## src/rtl/usb_tx_pkg.sv

```systemverilog
// Shared types and constants for the USB transmit packet sequencer.
// The CRC helpers are only referenced when USB_TX_CRC16_EN is defined.
package usb_tx_pkg;

  // Sequencer states. The PID byte is loaded in the same cycle txStart is
  // accepted, so the FSM passes from IDLE straight to the body state; PID
  // names that step and is never held in the state register.
  typedef enum logic [2:0] {
    IDLE      = 3'd0,
    PID       = 3'd1,
    DATA      = 3'd2,
    CRC_LO    = 3'd3,
    CRC_HI    = 3'd4,
    WAIT_LAST = 3'd5
  } txState_t;

  localparam logic [15:0] CRC16_INIT      = 16'hFFFF;
  localparam logic [15:0] CRC16_POLY_REFL = 16'hA001;

  // One reflected CRC16 step for a single serial bit.
  function automatic logic [15:0] crc16Step(input logic [15:0] crc, input logic dataBit);
    logic feedback;
    feedback = crc[0] ^ dataBit;
    if (feedback) begin
      crc16Step = {1'b0, crc[15:1]} ^ CRC16_POLY_REFL;
    end else begin
      crc16Step = {1'b0, crc[15:1]};
    end
  endfunction

endpackage

```

## src/rtl/usb_crc16_byte.sv

```systemverilog
// Combinational CRC16 (0x8005 reflected) update for one byte, LSB first.
// Only instantiated by the sequencer when USB_TX_CRC16_EN is defined.
module usb_crc16_byte
  import usb_tx_pkg::*;
(
  input  logic [15:0] crcIn,
  input  logic [7:0]  dataIn,
  output logic [15:0] crcOut
);

  logic [15:0] step1;
  logic [15:0] step2;
  logic [15:0] step3;
  logic [15:0] step4;
  logic [15:0] step5;
  logic [15:0] step6;
  logic [15:0] step7;

  // Eight unrolled bit steps, bit 0 of the byte enters first.
  assign step1  = crc16Step(crcIn, dataIn[0]);
  assign step2  = crc16Step(step1, dataIn[1]);
  assign step3  = crc16Step(step2, dataIn[2]);
  assign step4  = crc16Step(step3, dataIn[3]);
  assign step5  = crc16Step(step4, dataIn[4]);
  assign step6  = crc16Step(step5, dataIn[5]);
  assign step7  = crc16Step(step6, dataIn[6]);
  assign crcOut = crc16Step(step7, dataIn[7]);

endmodule

```

## src/rtl/usb_tx_pkt_sequencer.sv

```systemverilog
// USB transmit packet sequencer: PID, FIFO data bytes and optional CRC16
// streamed into the SIE through a single-entry output register, with
// underrun detection and completion status.
// Optional feature macro: USB_TX_CRC16_EN appends the inverted CRC16
// (low byte first); without it the last data byte (or the PID of a
// zero-length packet) carries sieLast.
module usb_tx_pkt_sequencer
  import usb_tx_pkg::*;
#(
  parameter int LEN_WIDTH        = 10,
  parameter int UNDERRUN_TIMEOUT = 8
) (
  input  logic                 usbClk,
  input  logic                 rstN,
  input  logic                 txStart,
  input  logic [3:0]           txPid,
  input  logic [LEN_WIDTH-1:0] txLength,
  input  logic                 fifoEmpty,
  input  logic [7:0]           fifoDataOut,
  output logic                 fifoREn,
  output logic [7:0]           sieByte,
  output logic                 sieValid,
  output logic                 sieLast,
  input  logic                 sieReady,
  output logic                 sieAbort,
  output logic                 txBusy,
  output logic                 txDone,
  output logic                 txUnderrun
);

  localparam int STALL_W = $clog2(UNDERRUN_TIMEOUT + 1);
  localparam logic [STALL_W-1:0]   STALL_ONE   = STALL_W'(1);
  localparam logic [STALL_W-1:0]   STALL_ZERO  = STALL_W'(0);
  localparam logic [STALL_W-1:0]   STALL_LIMIT = STALL_W'(UNDERRUN_TIMEOUT);
  localparam logic [LEN_WIDTH-1:0] LEN_ONE     = LEN_WIDTH'(1);
  localparam logic [LEN_WIDTH-1:0] LEN_ZERO    = LEN_WIDTH'(0);

  txState_t             state;
  txState_t             stateNxt;
  logic [LEN_WIDTH-1:0] remaining;
  logic [LEN_WIDTH-1:0] remainingNxt;
  logic [STALL_W-1:0]   stallCnt;
  logic [STALL_W-1:0]   stallCntNxt;
  logic [STALL_W-1:0]   stallInc;
  logic [7:0]           sieByteNxt;
  logic                 sieValidNxt;
  logic                 sieLastNxt;
  logic                 sieAbortNxt;
  logic                 txBusyNxt;
  logic                 txDoneNxt;
  logic                 txUnderrunNxt;
  logic                 canLoad;
  logic                 popNow;

`ifdef USB_TX_CRC16_EN
  logic [15:0] crc;
  logic [15:0] crcNxt;
  logic [15:0] crcWithByte;

  usb_crc16_byte uCrc16 (
    .crcIn  (crc),
    .dataIn (fifoDataOut),
    .crcOut (crcWithByte)
  );
`endif

  // The output register may take a new byte when it is empty or drained now.
  assign canLoad  = !sieValid || sieReady;
  assign stallInc = stallCnt + STALL_ONE;
  // The pop is combinational so the FIFO head advances on the load edge.
  assign fifoREn  = popNow;

  // Next-state, output-register and status decisions.
  always_comb begin
    stateNxt      = state;
    remainingNxt  = remaining;
    stallCntNxt   = stallCnt;
    sieByteNxt    = sieByte;
    sieValidNxt   = sieValid;
    sieLastNxt    = sieLast;
    sieAbortNxt   = 1'b0;
    txBusyNxt     = txBusy;
    txDoneNxt     = 1'b0;
    txUnderrunNxt = 1'b0;
    popNow        = 1'b0;
`ifdef USB_TX_CRC16_EN
    crcNxt        = crc;
`endif

    // An accepted byte leaves the register empty unless reloaded below.
    if (sieValid && sieReady) begin
      sieValidNxt = 1'b0;
      sieLastNxt  = 1'b0;
    end else begin
      sieValidNxt = sieValid;
      sieLastNxt  = sieLast;
    end

    case (state)
      IDLE: begin
        if (txStart) begin
          sieByteNxt   = {~txPid, txPid};
          sieValidNxt  = 1'b1;
          txBusyNxt    = 1'b1;
          remainingNxt = txLength;
          stallCntNxt  = STALL_ZERO;
`ifdef USB_TX_CRC16_EN
          crcNxt       = CRC16_INIT;
`endif
          if (txLength != LEN_ZERO) begin
            sieLastNxt = 1'b0;
            stateNxt   = DATA;
          end else begin
`ifdef USB_TX_CRC16_EN
            sieLastNxt = 1'b0;
            stateNxt   = CRC_LO;
`else
            sieLastNxt = 1'b1;
            stateNxt   = WAIT_LAST;
`endif
          end
        end else begin
          stateNxt = IDLE;
        end
      end

      DATA: begin
        if (canLoad) begin
          if (!fifoEmpty) begin
            popNow       = 1'b1;
            sieByteNxt   = fifoDataOut;
            sieValidNxt  = 1'b1;
            remainingNxt = remaining - LEN_ONE;
            stallCntNxt  = STALL_ZERO;
`ifdef USB_TX_CRC16_EN
            crcNxt       = crcWithByte;
`endif
            if (remaining == LEN_ONE) begin
`ifdef USB_TX_CRC16_EN
              sieLastNxt = 1'b0;
              stateNxt   = CRC_LO;
`else
              sieLastNxt = 1'b1;
              stateNxt   = WAIT_LAST;
`endif
            end else begin
              sieLastNxt = 1'b0;
              stateNxt   = DATA;
            end
          end else if (stallInc == STALL_LIMIT) begin
            // Starved too long: the SIE must drop what it has already seen.
            sieAbortNxt   = 1'b1;
            txUnderrunNxt = 1'b1;
            sieValidNxt   = 1'b0;
            sieLastNxt    = 1'b0;
            txBusyNxt     = 1'b0;
            stallCntNxt   = STALL_ZERO;
            stateNxt      = IDLE;
          end else begin
            stallCntNxt = stallInc;
            stateNxt    = DATA;
          end
        end else begin
          stateNxt = DATA;
        end
      end

`ifdef USB_TX_CRC16_EN
      CRC_LO: begin
        if (canLoad) begin
          sieByteNxt  = ~crc[7:0];
          sieValidNxt = 1'b1;
          sieLastNxt  = 1'b0;
          stateNxt    = CRC_HI;
        end else begin
          stateNxt = CRC_LO;
        end
      end

      CRC_HI: begin
        if (canLoad) begin
          sieByteNxt  = ~crc[15:8];
          sieValidNxt = 1'b1;
          sieLastNxt  = 1'b1;
          stateNxt    = WAIT_LAST;
        end else begin
          stateNxt = CRC_HI;
        end
      end
`endif

      WAIT_LAST: begin
        if (sieValid && sieReady) begin
          txDoneNxt = 1'b1;
          txBusyNxt = 1'b0;
          stateNxt  = IDLE;
        end else begin
          stateNxt = WAIT_LAST;
        end
      end

      default: begin
        txBusyNxt = 1'b0;
        stateNxt  = IDLE;
      end
    endcase
  end

  // FSM state register.
  always_ff @(posedge usbClk or negedge rstN) begin
    if (!rstN) begin
      state <= IDLE;
    end else begin
      state <= stateNxt;
    end
  end

  // Output stage, status pulses and packet bookkeeping registers.
  always_ff @(posedge usbClk or negedge rstN) begin
    if (!rstN) begin
      sieByte    <= 8'h00;
      sieValid   <= 1'b0;
      sieLast    <= 1'b0;
      sieAbort   <= 1'b0;
      txBusy     <= 1'b0;
      txDone     <= 1'b0;
      txUnderrun <= 1'b0;
      remaining  <= LEN_ZERO;
      stallCnt   <= STALL_ZERO;
    end else begin
      sieByte    <= sieByteNxt;
      sieValid   <= sieValidNxt;
      sieLast    <= sieLastNxt;
      sieAbort   <= sieAbortNxt;
      txBusy     <= txBusyNxt;
      txDone     <= txDoneNxt;
      txUnderrun <= txUnderrunNxt;
      remaining  <= remainingNxt;
      stallCnt   <= stallCntNxt;
    end
  end

`ifdef USB_TX_CRC16_EN
  // Running CRC over the data bytes of the current packet.
  always_ff @(posedge usbClk or negedge rstN) begin
    if (!rstN) begin
      crc <= CRC16_INIT;
    end else begin
      crc <= crcNxt;
    end
  end
`endif

endmodule

```

## config.mk

```make
export PLATFORM = sky130hd
export DESIGN_NAME = usb_tx_pkt_sequencer
export DESIGN_NICKNAME = d
export VERILOG_FILES = /design/src/rtl/usb_tx_pkg.sv /design/src/rtl/usb_crc16_byte.sv /design/src/rtl/usb_tx_pkt_sequencer.sv
export SDC_FILE = /design/constraint.sdc
export NUM_CORES = 1
export LEC_CHECK = 0
export BUFFER_PORTS_ARGS = -buffer_cell sky130_fd_sc_hd__clkbuf_2
export CORE_ASPECT_RATIO = 1.5
export CORE_UTILIZATION = 55
export DETAILED_ROUTE_END_ITERATION = 6
export PLACE_DENSITY = 0.8
export SLEW_MARGIN = 20
export SYNTH_ARGS = -nofsm -noshare
export SYNTH_HDL_FRONTEND = slang
export SYNTH_HIERARCHICAL = 1
export SYNTH_SLANG_ARGS = --single-unit
```

## constraint.sdc

```tcl
create_clock -name usbClk -period 4.1 [get_ports usbClk]
set_input_delay 0.41 -clock usbClk [delete_from_list [all_inputs] [get_ports usbClk]]
set_output_delay 0.41 -clock usbClk [all_outputs]
set_load 0.02 [all_outputs]
```

======== Word-level counts from Yosys, hierarchy flattened ========
Cells that the tools add are included.
cells by class
  reduce and logical (&&, ||, !) cells .... 9
  multiplexer cells ....................... 50
  equal/unequal tests ..................... 10
  add/subtract/negate cells ............... 2
  bitwise operators ....................... 1
operators by type and width
  cell                     number
  $mux W10                 3
  $mux W1                  26
  $mux W8                  3
  $pmux W10 S2             1
  $mux W3                  6
  $mux W4                  4
  $pmux W8 S2              1
  $ne A2 B2 Y1 const B     6
  $eq A10 B1 Y1 const B    1
  $reduce_bool A10 Y1      1
  $sub A10 B1 Y10 const B  1
  $pmux W3 S3              1
  $pmux W4 S2              1
  $reduce_and A5 Y1        1
  $add A4 B1 Y4 const B    1
  $eq A4 B4 Y1 const B     1
  $not A4 Y4               1
  $pmux W1 S2              2
  $reduce_and A4 Y1        1
  $eq A3 B2 Y1 const B     1
  $eq A3 B3 Y1 const B     1
  $logic_not A3 Y1         1
  $pmux W1 S3              1
  $reduce_and A3 Y1        1
  other kinds (5)          5
word-level totals
  output and inout port bits .............. 15
  input bits .............................. 27
  bits in registers ....................... 30
  logic and storage cells ................. 81

======== Depth between registers and ports, before layout ========
  depth in word-level cells ............... 6
  gate-level depth with buffers ........... 7
  depth with buffers taken out ............ 6

======== Least setup slack after synthesis ========
No wires, ideal clock.
  kind .................................... register -> output
  from .................................... reg state[0]
  to ...................................... out fifoREn
  slack ................................... 2,378 ps
  path buffers ............................ 2
  data required time ...................... 3,690 ps
  cell stages (with the launch flop) ...... 5
  arrival time ............................ 1,312 ps
  cell sequence ........................... dfrtp_1 > nand2b_1 > clkbuf_2 > clkbuf_1 > nor3_1
on the way
  cells in the longest elaborated chain, start to end .. 2
ends and longest elaborated chain
  what                    line                         RTL
  from (decl)             usb_tx_pkt_sequencer.sv:38   txState_t state;
  from (signal assigned)  usb_tx_pkt_sequencer.sv:214  state <= stateNxt;
  $eq A3 B2 Y1            usb_tx_pkt_sequencer.sv:99   case (state)
  $mux W1                 usb_tx_pkt_sequencer.sv:99
  to (decl)               usb_tx_pkt_sequencer.sv:20   output logic fifoREn,
No other way between the ends.

======== Worst setup path after layout ========
Same ends and word-level chain as after synthesis.

==> flow_summary.json <==
{
  "peakVddDrop_mv": 0.525,
  "syn_to_final_growth_pct": 18.0,
  "cts_tree": "done",
  "grt_start_max_net_pins": 32,
  "tightestPinTransition_ns": 1.07,
  "synth_top_area_share_pct": 43.8,
  "placed_cell_area_um2": 1850,
  "syn_area_um2": 1660,
  "hold-worst-slack_ns": 0.175,
  "layout_setup_ws_ns": 1.97,
  "overflow": 0,
  "hp-class": "in2async",
  "arrival_ns": 1.72,
  "required_ns": 3.69,
  "sequentialPowerShare_pct": 37.7,
  "final.min_clock_period_ns": 2.13,
  "cts_sinks": 29,
  "post-cts-setup-buffers": 0,
  "p_comb_share_pct": 44.0,
  "r2r_setup_slack_ns": 2.10,
  "rsz0062_at_grt": "no",
  "core_area_um2": 2880,
  "swShare_pct": 44.1,
  "maxSlewHeadroom_pct": 28.1,
  "die_h_um": 69.2,
  "track_usage_pct": 26.4,
  "p_per_area_nw_per_um2": 729,
  "reg2reg_from": "state[1]",
  "fin_skew_ns": 0.00621,
  "hpwl_um": 2650,
  "seq_area_um2": 726,
  "clk_pin_slew_ns": 0.07,
  "max_freq_mhz": 469,
  "cp_slowest_cell": "dfrtp_1",
  "postSynthAreaPerCell_um2": 8.63,
  "fin_total_pwr_uw": 1420,
  "grt_pass1_wl_um": 6230,
  "first_pass_iters": 4,
  "p_sw_uw": 629,
  "die_w_um": 46.8,
  "multi_input_area_um2": 851,
  "layout.nets": 260,
  "synth.area.top_cells": "dfrtp_1 44%, nand2_1 7.0%, a21oi_1 5.4%",
  "gp_congestion": 0.881,
  "drive_gt1_share_pct": 24.3,
  "ff2ff_path_depth": 4,
  "p_int_uw": 796,
  "start_util_pct": 57.5,
  "yosysUniqueCellTypes": 45,
  "power_frac_clock_pct": 18.3,
  "synth-main-ff-cell": "dfrtp_1",
  "yosysTopAreaCell": "dfrtp_1",
  "critPathMaxStageDelay_ns": 0.50,
  "r2r_end": "remaining[9]",
  "wl_per_cell_um": 13.9,
  "antenna_found_initial": 0,
  "slew_violations": 0,
  "crit_family": "simple AND/OR/NAND/NOR gates",
  "n_antenna_cell": 0,
  "status": "completed",
  "drtIter0Drc": 75,
  "fillerInstances": 265,
  "cap_violations": 0,
  "rows": 24,
  "post-route-period-util_pct": 52.0,
  "endpoint_kind": "output pin",
  "clk_latency_ns": 0.28,
  "h-tree-depth": 2,
  "syn-num-nets": 223,
  "synthCells": 192,
  "setup_viol": 0,
  "drc": 0,
  "cts.path.max_buffers": 2,
  "cp_cell_sequence": "nand2b_1, nor3_1, clkbuf_2",
  "cp-start-kind": "register",
  "vias": 1506,
  "leakagePower_uw": 0.000892,
  "yosysSeqAreaShare_pct": 43.8,
  "worst-path-buf-inv": 1,
  "cts-root-buf": "clkbuf_8",
  "cts_inserted_buffers": 5,
  "cp_max_fo": 16,
  "synth-edff-count": 0,
  "yosysMostFrequentCell": "nand2_1",
  "ys_warn_count": 6,
  "drtAntennaViolNets": 0,
  "fin_tns_setup_ns": 0,
  "synthArstFlopShare_pct": 100,
  "cts-resized-gates": 0,
  "via_per_inst": 5.60,
  "fin_area_um2": 1950,
  "grt_pass1_vias": 1395,
  "drt-total-wl_um": 3750,
  "hold_viol_final": 0,
  "cts.hold.buffers_added": 0,
  "port-buffer-count": 41,
  "dp_slack_ns": 2.13,
  "criticalPathCategory": "reg2out",
  "die_area_um2": 3240,
  "ios": 42,
  "synth_common_cells": "31 x nand2_1, 29 x dfrtp_1, 18 x a21oi_1, 14 x nor2_1, 13 x o21ai_0",
  "ys_ff_latch": 29
}
power by group through the flow:
stage	clock (uW)	sequential (uW)	combinational, uW
finish	261	537	627
global route	282	553	706
CTS	267	534	632
detailed placement	0	538	628
global placement	0	535	613
floorplan	0	558	456
cell usage in the layout (no fill, tap or decap), types with 3 or more instances in the layout:
| cell | count |
|---|---|
| a2bb2oi_1 | 3 |
| clkbuf_2 | 41 |
| dfrtp_1 | 29 |
| or3_1 | 3 |
| o21ai_0 | 13 |
| clkbuf_8 | 7 |
| nand2_1 | 31 |
| o211ai_1 | 4 |
| a21oi_1 | 18 |
| inv_1 | 6 |
| o22ai_1 | 6 |
| ha_1 | 4 |
| a31oi_1 | 5 |
| nor2_1 | 14 |
| nor3_1 | 7 |
| nand3_1 | 3 |
how the worst max path moves through the flow:
stage / from / to / slack [ns] / cells after the start
finish: state[0] / fifoREn / 1.97 / 3
CTS: state[0] / fifoREn / 1.95 / 3
global route: state[0] / fifoREn / 1.81 / 3
floorplan: state[0] / fifoREn / 2.38 / 4
global placement: state[1] / remaining[9] / 2.21 / 4
detailed placement: state[1] / remaining[9] / 2.13 / 4
cell type report:
type                    instances  area share, %
flip-flops and latches         29           37.1
multi-input cells             146           43.5
inverters                       6           1.15
repair buffers                 41           10.5
clock buffers                   7           4.93
clock inverters                 1          0.256
well taps                      39           2.50
state kept, by name, indices dropped and copies added (netlist names):
| name | cells |
|---|---|
| txBusy | 1 |
| remaining | 10 |
| txDone | 1 |
| sieByte | 8 |
| txUnderrun | 1 |
| stallCnt | 4 |
| state | 2 |
| sieLast | 1 |
| sieValid | 1 |
per-layer routing:
metal / wire, um / track usage (%) / vias to the layer above
li1: - / - / 756
met1: 1550 / 32.0 / 701
met2: 1960 / 43.8 / 42
met3: 186 / 7.03 / 7
met4: 53 / 7.94 / 0
met5: 0 / 0 / -
kinds of logic after synthesis:
| logic type | synth area share (%) |
|---|---|
| compound gates | 22.3 |
| xor+xnor | 1.06 |
| fa+ha+maj | 3.02 |
| buf+inv | 4.98 |
| flops | 43.8 |
| mux | 0.604 |
| simple gates | 24.2 |
worst register-to-register path, cell delays in order, from the launching register on:
cell and delay [ns]:
dfrtp_1 0.51, nor2b_2 0.93, o31ai_1 0.17, a21oi_1 0.19, a21oi_1 0.05
metrics by stage:
stage                     instances  utilization [%]
after floorplan                 192                -
after global placement          261             64.3
after detailed placement        261             64.3
after CTS                       269             67.8
after global routing            269             67.8
final                           269             67.8
Note: power is estimated with default switching activity, not from simulation.
